===== src/rtl/uart_pkg.sv =====
// ---------------------------------------------------------------------------
// uart_pkg
// Shared types and helpers for the configurable UART blocks.
//   parity_t        : line parity selection (reserved code behaves as none)
//   tx_state_t      : transmitter frame states
//   UART_IDLE_LEVEL : level of an idle / stop-bit line
//   parity_bit()    : parity bit for up to 9 data bits
//   parity_on()     : whether a parity mode adds a parity bit to the frame
// Optional feature macro: UART_TX_BREAK_EN (adds the BREAK state).
// ---------------------------------------------------------------------------
package uart_pkg;

    localparam logic UART_IDLE_LEVEL = 1'b1;

    // Widest data field any UART block in this family supports.
    localparam int UART_MAX_DATA_BITS = 9;

    typedef enum logic [1:0] {
        PAR_NONE = 2'd0,
        PAR_EVEN = 2'd1,
        PAR_ODD  = 2'd2,
        PAR_RSVD = 2'd3
    } parity_t;

    typedef enum logic [2:0] {
        IDLE,
        START,
        DATA,
        PARITY,
        STOP
`ifdef UART_TX_BREAK_EN
        , BREAK
`endif
    } tx_state_t;

    // Unused upper bits must be zero; they do not disturb the XOR.
    function automatic logic parity_bit(input logic [UART_MAX_DATA_BITS-1:0] data,
                                        input parity_t                       mode);
        logic p;
        case (mode)
            PAR_EVEN: p = ^data;
            PAR_ODD:  p = ~^data;
            default:  p = 1'b0;
        endcase
        return p;
    endfunction

    function automatic logic parity_on(input parity_t mode);
        return (mode == PAR_EVEN) || (mode == PAR_ODD);
    endfunction

endpackage


===== src/rtl/uart_baud_cnt.sv =====
// ---------------------------------------------------------------------------
// uart_baud_cnt
// Loadable down-counter with a zero flag. Shared by the UART transmitter and
// receiver to time bit periods.
//   clk, rst_n : clock, asynchronous active-low reset
//   load       : load load_val this cycle (wins over counting)
//   load_val   : reload value (period - 1)
//   count      : current count
//   zero       : count == 0; the counter holds at zero until reloaded
// ---------------------------------------------------------------------------
module uart_baud_cnt #(
    parameter int WIDTH = 16
) (
    input  logic             clk,
    input  logic             rst_n,
    input  logic             load,
    input  logic [WIDTH-1:0] load_val,
    output logic [WIDTH-1:0] count,
    output logic             zero
);

    // NOTE: registers are written with <= so every flop samples pre-edge values.
    always_ff @(posedge clk or negedge rst_n) begin
        if (!rst_n) begin
            count <= '0;
        end else if (load) begin
            count <= load_val;
        end else if (count != '0) begin
            count <= count - WIDTH'(1);
        end
    end

    assign zero = (count == '0);

endmodule


===== src/rtl/uart_tx_cfg.sv =====
// ---------------------------------------------------------------------------
// uart_tx_cfg
// Runtime-configurable UART transmitter: DATA_BITS data bits (5..9), LSB
// first, optional even/odd parity, one or two stop bits, baud divisor taken
// from i_clk_div at accept time. Valid/ready handshake allows back-to-back
// frames with no idle gap.
//
// Parameters: DATA_BITS (5..9), DIV_BITS (divisor width).
// Ports:
//   clk, rst_n  : clock, asynchronous active-low reset
//   i_tx_data   : payload, bit 0 sent first
//   i_tx_valid  : payload valid
//   o_tx_ready  : accept happens on an edge where valid & ready
//   i_clk_div   : clocks per bit (0 behaves as 1), latched on accept
//   i_parity    : parity_t code, latched on accept
//   i_two_stop  : 1 = two stop bits, latched on accept
//   i_break     : (UART_TX_BREAK_EN only) hold line low while high
//   o_tx_busy   : frame (or break) in progress
//   o_tx_done   : one-cycle pulse after the final stop bit
//   o_tx_data   : registered serial line, idle high
// Optional feature macro: UART_TX_BREAK_EN.
// ---------------------------------------------------------------------------
module uart_tx_cfg
    import uart_pkg::*;
#(
    parameter int DATA_BITS = 8,
    parameter int DIV_BITS  = 16
) (
    input  logic                 clk,
    input  logic                 rst_n,
    input  logic [DATA_BITS-1:0] i_tx_data,
    input  logic                 i_tx_valid,
    output logic                 o_tx_ready,
    input  logic [DIV_BITS-1:0]  i_clk_div,
    input  logic [1:0]           i_parity,
    input  logic                 i_two_stop,
`ifdef UART_TX_BREAK_EN
    input  logic                 i_break,
`endif
    output logic                 o_tx_busy,
    output logic                 o_tx_done,
    output logic                 o_tx_data
);

    localparam int IDX_W = (DATA_BITS > 1) ? $clog2(DATA_BITS) : 1;
    localparam logic [IDX_W-1:0] LAST_IDX = IDX_W'(DATA_BITS - 1);

    tx_state_t            state;
    logic [DATA_BITS-1:0] shreg;
    logic [IDX_W-1:0]     bit_idx;
    logic [DIV_BITS-1:0]  div_m1;        // latched D-1
    logic [DIV_BITS-1:0]  div_m1_in;     // D-1 derived from the live input
    logic                 par_en;
    logic                 par_val;
    logic                 two_stop;
    logic                 stop_last;     // current stop bit is the final one
    logic                 tx_line;
    logic                 tx_ready;
    logic                 tx_busy;
    logic                 tx_done;

    logic                 accept;
    logic                 cnt_load;
    logic [DIV_BITS-1:0]  cnt_load_val;
    logic [DIV_BITS-1:0]  cnt;
    logic                 cnt_zero;

    assign accept    = i_tx_valid & tx_ready;
    assign div_m1_in = (i_clk_div == '0) ? '0 : i_clk_div - DIV_BITS'(1);

    // Counter reload: on accept (with the live divisor, since the latched one
    // is being replaced on the same edge) and at every bit boundary.
    // NOTE: every always_comb output gets a default first so no latch is inferred.
    always_comb begin
        cnt_load     = accept;
        cnt_load_val = accept ? div_m1_in : div_m1;
        case (state)
            START, DATA, PARITY, STOP: if (cnt_zero) cnt_load = 1'b1;
`ifdef UART_TX_BREAK_EN
            BREAK:                     if (!i_break) cnt_load = 1'b1;
`endif
            default: ;
        endcase
    end

    uart_baud_cnt #(
        .WIDTH   (DIV_BITS)
    ) u_baud_cnt (
        .clk     (clk),
        .rst_n   (rst_n),
        .load    (cnt_load),
        .load_val(cnt_load_val),
        .count   (cnt),
        .zero    (cnt_zero)
    );

    always_ff @(posedge clk or negedge rst_n) begin
        if (!rst_n) begin
            state     <= IDLE;
            shreg     <= '0;
            bit_idx   <= '0;
            div_m1    <= '0;
            par_en    <= 1'b0;
            par_val   <= 1'b0;
            two_stop  <= 1'b0;
            stop_last <= 1'b0;
            tx_line   <= UART_IDLE_LEVEL;
            tx_ready  <= 1'b0;
            tx_busy   <= 1'b0;
            tx_done   <= 1'b0;
        end else begin
            tx_done <= 1'b0;
            if (accept) begin
                // Accept from IDLE or from the last clock of a final stop bit;
                // the start bit goes out on this very edge.
                state    <= START;
                shreg    <= i_tx_data;
                bit_idx  <= '0;
                div_m1   <= div_m1_in;
                par_en   <= parity_on(parity_t'(i_parity));
                par_val  <= parity_bit(UART_MAX_DATA_BITS'(i_tx_data), parity_t'(i_parity));
                two_stop <= i_two_stop;
                tx_line  <= 1'b0;
                tx_busy  <= 1'b1;
                tx_ready <= 1'b0;
                tx_done  <= (state == STOP);
            end else begin
                case (state)
                    IDLE: begin
                        tx_ready <= 1'b1;
`ifdef UART_TX_BREAK_EN
                        if (i_break) begin
                            state    <= BREAK;
                            div_m1   <= div_m1_in;
                            tx_line  <= 1'b0;
                            tx_busy  <= 1'b1;
                            tx_ready <= 1'b0;
                        end
`endif
                    end

                    START: begin
                        if (cnt_zero) begin
                            state   <= DATA;
                            bit_idx <= '0;
                            tx_line <= shreg[0];
                        end
                    end

                    DATA: begin
                        if (cnt_zero) begin
                            if (bit_idx == LAST_IDX) begin
                                if (par_en) begin
                                    state   <= PARITY;
                                    tx_line <= par_val;
                                end else begin
                                    state     <= STOP;
                                    tx_line   <= UART_IDLE_LEVEL;
                                    stop_last <= !two_stop;
                                    // With D=1 the first stop clock is already its last.
                                    tx_ready  <= !two_stop && (div_m1 == '0);
                                end
                            end else begin
                                bit_idx <= bit_idx + IDX_W'(1);
                                shreg   <= shreg >> 1;
                                tx_line <= shreg[1];
                            end
                        end
                    end

                    PARITY: begin
                        if (cnt_zero) begin
                            state     <= STOP;
                            tx_line   <= UART_IDLE_LEVEL;
                            stop_last <= !two_stop;
                            tx_ready  <= !two_stop && (div_m1 == '0);
                        end
                    end

                    STOP: begin
                        if (cnt_zero) begin
                            if (stop_last) begin
                                state    <= IDLE;
                                tx_busy  <= 1'b0;
                                tx_ready <= 1'b1;
                                tx_done  <= 1'b1;
`ifdef UART_TX_BREAK_EN
                                if (i_break) begin
                                    state    <= BREAK;
                                    div_m1   <= div_m1_in;
                                    tx_line  <= 1'b0;
                                    tx_busy  <= 1'b1;
                                    tx_ready <= 1'b0;
                                end
`endif
                            end else begin
                                stop_last <= 1'b1;
                                tx_ready  <= (div_m1 == '0);
                            end
                        end else begin
                            // Raise ready one edge early so it is high during
                            // the final clock of the final stop bit.
                            tx_ready <= stop_last && (cnt == DIV_BITS'(1));
                        end
                    end

`ifdef UART_TX_BREAK_EN
                    BREAK: begin
                        // Break ends with one stop-bit period of idle line; the
                        // closing stop period pulses done like a frame end.
                        if (!i_break) begin
                            state     <= STOP;
                            tx_line   <= UART_IDLE_LEVEL;
                            stop_last <= 1'b1;
                            tx_ready  <= (div_m1 == '0);
                        end
                    end
`endif

                    default: state <= IDLE;
                endcase
            end
        end
    end

    assign o_tx_data  = tx_line;
    assign o_tx_ready = tx_ready;
    assign o_tx_busy  = tx_busy;
    assign o_tx_done  = tx_done;

endmodule


===== config.mk =====
export PLATFORM = sky130hd
export DESIGN_NAME = uart_tx_cfg
export DESIGN_NICKNAME = d
export VERILOG_FILES = /design/src/rtl/uart_pkg.sv /design/src/rtl/uart_baud_cnt.sv /design/src/rtl/uart_tx_cfg.sv
export SDC_FILE = /design/constraint.sdc
export NUM_CORES = 1
export LEC_CHECK = 0
export ABC_CLOCK_PERIOD_IN_PS = 2400
export CAP_MARGIN = 0
export CORE_MARGIN = 3
export CORE_UTILIZATION = 55
export DETAILED_ROUTE_END_ITERATION = 12
export DONT_BUFFER_PORTS = 1
export HOLD_SLACK_MARGIN = 0.02
export PLACE_DENSITY = 0.78
export REMOVE_ABC_BUFFERS = 1
export SYNTH_ARGS = -nofsm -noshare
export SYNTH_HDL_FRONTEND = slang
export SYNTH_SLANG_ARGS = --single-unit

===== constraint.sdc =====
create_clock -name clk -period 2.4 [get_ports clk]
set_input_delay 0.6 -clock clk [delete_from_list [all_inputs] [get_ports clk]]
set_output_delay 0.6 -clock clk [all_outputs]
set_load 0.01 [all_outputs]

==> impl_metrics.yaml <==
status:
  status: "completed"
grt:
  antenna_found_initial: 0
  grt_pass1_wl_um: 12530
  grt_start_max_net_pins: 54
  grt_pass1_vias: 2640
  track_usage_pct: 21.83
  overflow: 0
flow_run:
  cap_violations: 0
yosys:
  synth_area_um2: 3293
  synth-edff-count: 0
  yosys_warnings: 0
  ys_async_sr_fraction_pct: 100.0
  ys_seq_elements: 54
  synth.avg_cell_area_um2: 9.303
  syn-instance-count: 354
  synth_flop_cell: "dfrtp_1"
  ys_seq_area_share_pct: 41.07
  synth_cell_types: 63
finish:
  area_growth_pct: 8.738
  antennaDiodeCount: 0
  fill_cells: 486
  fin_nets: 401
  final_cells: 436
  drive_above_1_share_pct: 12.36
  layout_common_cells: "53 x dfrtp_1, 43 x nand2_1, 25 x o21ai_0"
  design_area_um2: 3581
  final_common_cell: "dfrtp_1"
die:
  die_w_um: 83.38
  die_area_um2: 6952
  ioPinCount: 34
  die_h_um: 83.38
  rows: 27
  core_um2: 5642
  start_util_pct: 58.37
critical_path:
  cp.required_ns: 2.63
  end_kind: "register"
  rr_worst_depth: 8
  cp_max_fo: 5
  worstSetupPathType: "reg -> reg"
  cp.arrival_ns: 2.49
  cp-start-kind: "register"
  rrSetupSlack_ns: 0.14
  regToRegStartpoint: "u_baud_cnt.count[1]"
  r2r_end: "u_baud_cnt.count[0]"
sta:
  setup_ws_ns: 0.1422
  slew_headroom_pct: 58.21
  report.final.setup_viol: 0
  clock_skew_ns: 0.005025
  min_period_ns: 2.258
  timing.hold.ws_ns: 0.1163
  slew_viol_final: 0
  worstMarginPinSlew_ns: 0.6268
  min_period_over_period_pct: 94.07
  rsz0062_at_grt: "no"
  setup_tns_ns: 0
  final_hold_viol_count: 0
  max_freq_ghz: 0.4429
power:
  p_seq_share_pct: 46.6
  p_per_area_nw_per_um2: 980.7
  switchingPower_mw: 1.323
  netSwitchingFraction_pct: 37.69
  power_leakage_nw: 1.521
  clockPowerShare_pct: 17.9
  vdd_drop_max_uv: 472.1
  p_int_mw: 2.188
  p_comb_share_pct: 35.5
route:
  dr.pass1.iters: 4
  ant_nets: 0
  vias: 2723
  drt-initial-drc-count: 139
  drcViolationCount: 0
  routed_wl_um: 7252
  wl_per_cell_um: 16.63
  via_per_inst: 6.245
cts:
  cts_buffers: 5
  clk_latency_ns: 0.31
  cts_max_path_buffers: 2
  clock_sinks: 54
  cts_root_buf: "clkbuf_8"
  htree_num_levels: 2
  postCtsSetupRepairBufs: 0
  path_clk_slew_ns: 0.09
  cts_tree: "built"
hold_path:
  min_path_type: "in -> async"
place:
  place_area_um2: 3441
  dp_cells: 428
  dpl.hpwl_um: 5462
  place.gp.congestion: 0.8733
  pre_cts_ws_ns: 0.1708
  portBuffers: 0
-- critical path: stages, from the launching register on --
cell,delay [ns]
dfrtp_1,0.43
inv_1,0.09
ha_1,0.22
or3b_2,0.54
nor4_4,0.28
buf_4,0.20
o21ai_2,0.05
a211o_1,0.30
o21ai_2,0.07
-- power by group through the flow --
stage          clock [mW]  combinational (mW)  sequential, mW
6_report            0.629                1.25            1.64
5_1_grt             0.672                1.39            1.69
4_1_cts             0.633                1.25            1.63
3_5_place_dp            0                1.22            1.64
2_1_floorplan           0               0.909            1.56
3_3_place_gp            0                1.19            1.62
-- how the worst max path moves through the flow --
stage | startpoint | end | slack [ns] | depth (start not counted)
6_report | u_baud_cnt.count[1] | u_baud_cnt.count[0] | 0.14 | 8
3_3_place_gp | u_baud_cnt.count[1] | u_baud_cnt.count[0] | 0.20 | 8
2_1_floorplan | u_baud_cnt.count[0] | u_baud_cnt.count[11] | 0.08 | 7
4_1_cts | u_baud_cnt.count[1] | u_baud_cnt.count[0] | 0.14 | 8
5_1_grt | u_baud_cnt.count[1] | o_tx_busy | 0.02 | 8
3_5_place_dp | i_clk_div[9] | u_baud_cnt.count[5] | 0.17 | 6
-- cells in the mapped netlist, types with 6 or more instances --
library cell | n | area (µm²)
xnor2_1 | 12 | 105.1
dfrtp_1 | 53 | 1326
o21ai_0 | 25 | 125.1
ha_1 | 7 | 87.58
clkbuf_1 | 10 | 37.54
nor2_1 | 23 | 86.33
nor4_1 | 7 | 43.79
nand3_1 | 13 | 65.06
xor2_1 | 10 | 87.58
o21a_1 | 6 | 45.04
o31ai_1 | 8 | 60.06
nor3_1 | 11 | 55.05
a21oi_1 | 16 | 80.08
mux2i_1 | 10 | 100.1
nand2_1 | 43 | 161.4
inv_1 | 11 | 41.29
-- registers in the layout, summed over array words and instances, names as in the netlist --
register,cells
par_en,1
two_stop,1
div_m1,16
o_tx_data,1
state,3
o_tx_done,1
shreg,8
o_tx_busy,1
u_baud_cnt.count,16
o_tx_ready,1
par_val,1
bit_idx,3
stop_last,1
-- final cells by class --
class / count / area (µm²) / area share (%)
Clock buffer: 6 / 82.58 / 2.306
Inverter: 11 / 41.29 / 1.153
Tap cell: 72 / 90.09 / 2.516
Sequential cell: 54 / 1353 / 37.77
Multi-Input combinational cell: 275 / 1837 / 51.29
Clock inverter: 1 / 30.03 / 0.8386
Timing Repair Buffer: 17 / 147.6 / 4.123
-- layer usage --
metal,vias to the layer above,part of all wire [%],global-route usage (%)
met3,16,6.3,3.671
met5,-,0,0
li1,1328,-,-
met2,101,48,35.35
met4,0,2.2,6.835
met1,1278,44,29.90
-- through the flow --
step / power, mW / utilization, %
finish: 3.512 / 63.47
global route: 3.755 / 63.47
CTS: 3.509 / 63.47
detailed placement: 2.861 / 60.99
global placement: 2.810 / 60.99
floorplan: 2.465 / -
-- timing repair --
item                      in CTS  in global routing
hold endpoints to repair      53                  0
gates resized for setup        0                  0
hold buffers                   1                  0
-- cells by family after synthesis --
family | Yosys count | share of synthesized area, %
AND/OR/NAND/NOR | 138 | 23.78
AO/OA/AOI/OAI | 97 | 20.10
flip-flops | 54 | 41.07
buffers and inverters | 25 | 3.154
XOR/XNOR | 22 | 5.851
multiplexers | 11 | 3.382
adder cells (fa/ha/maj) | 7 | 2.659
Note: power is estimated with default switching activity, not from simulation.
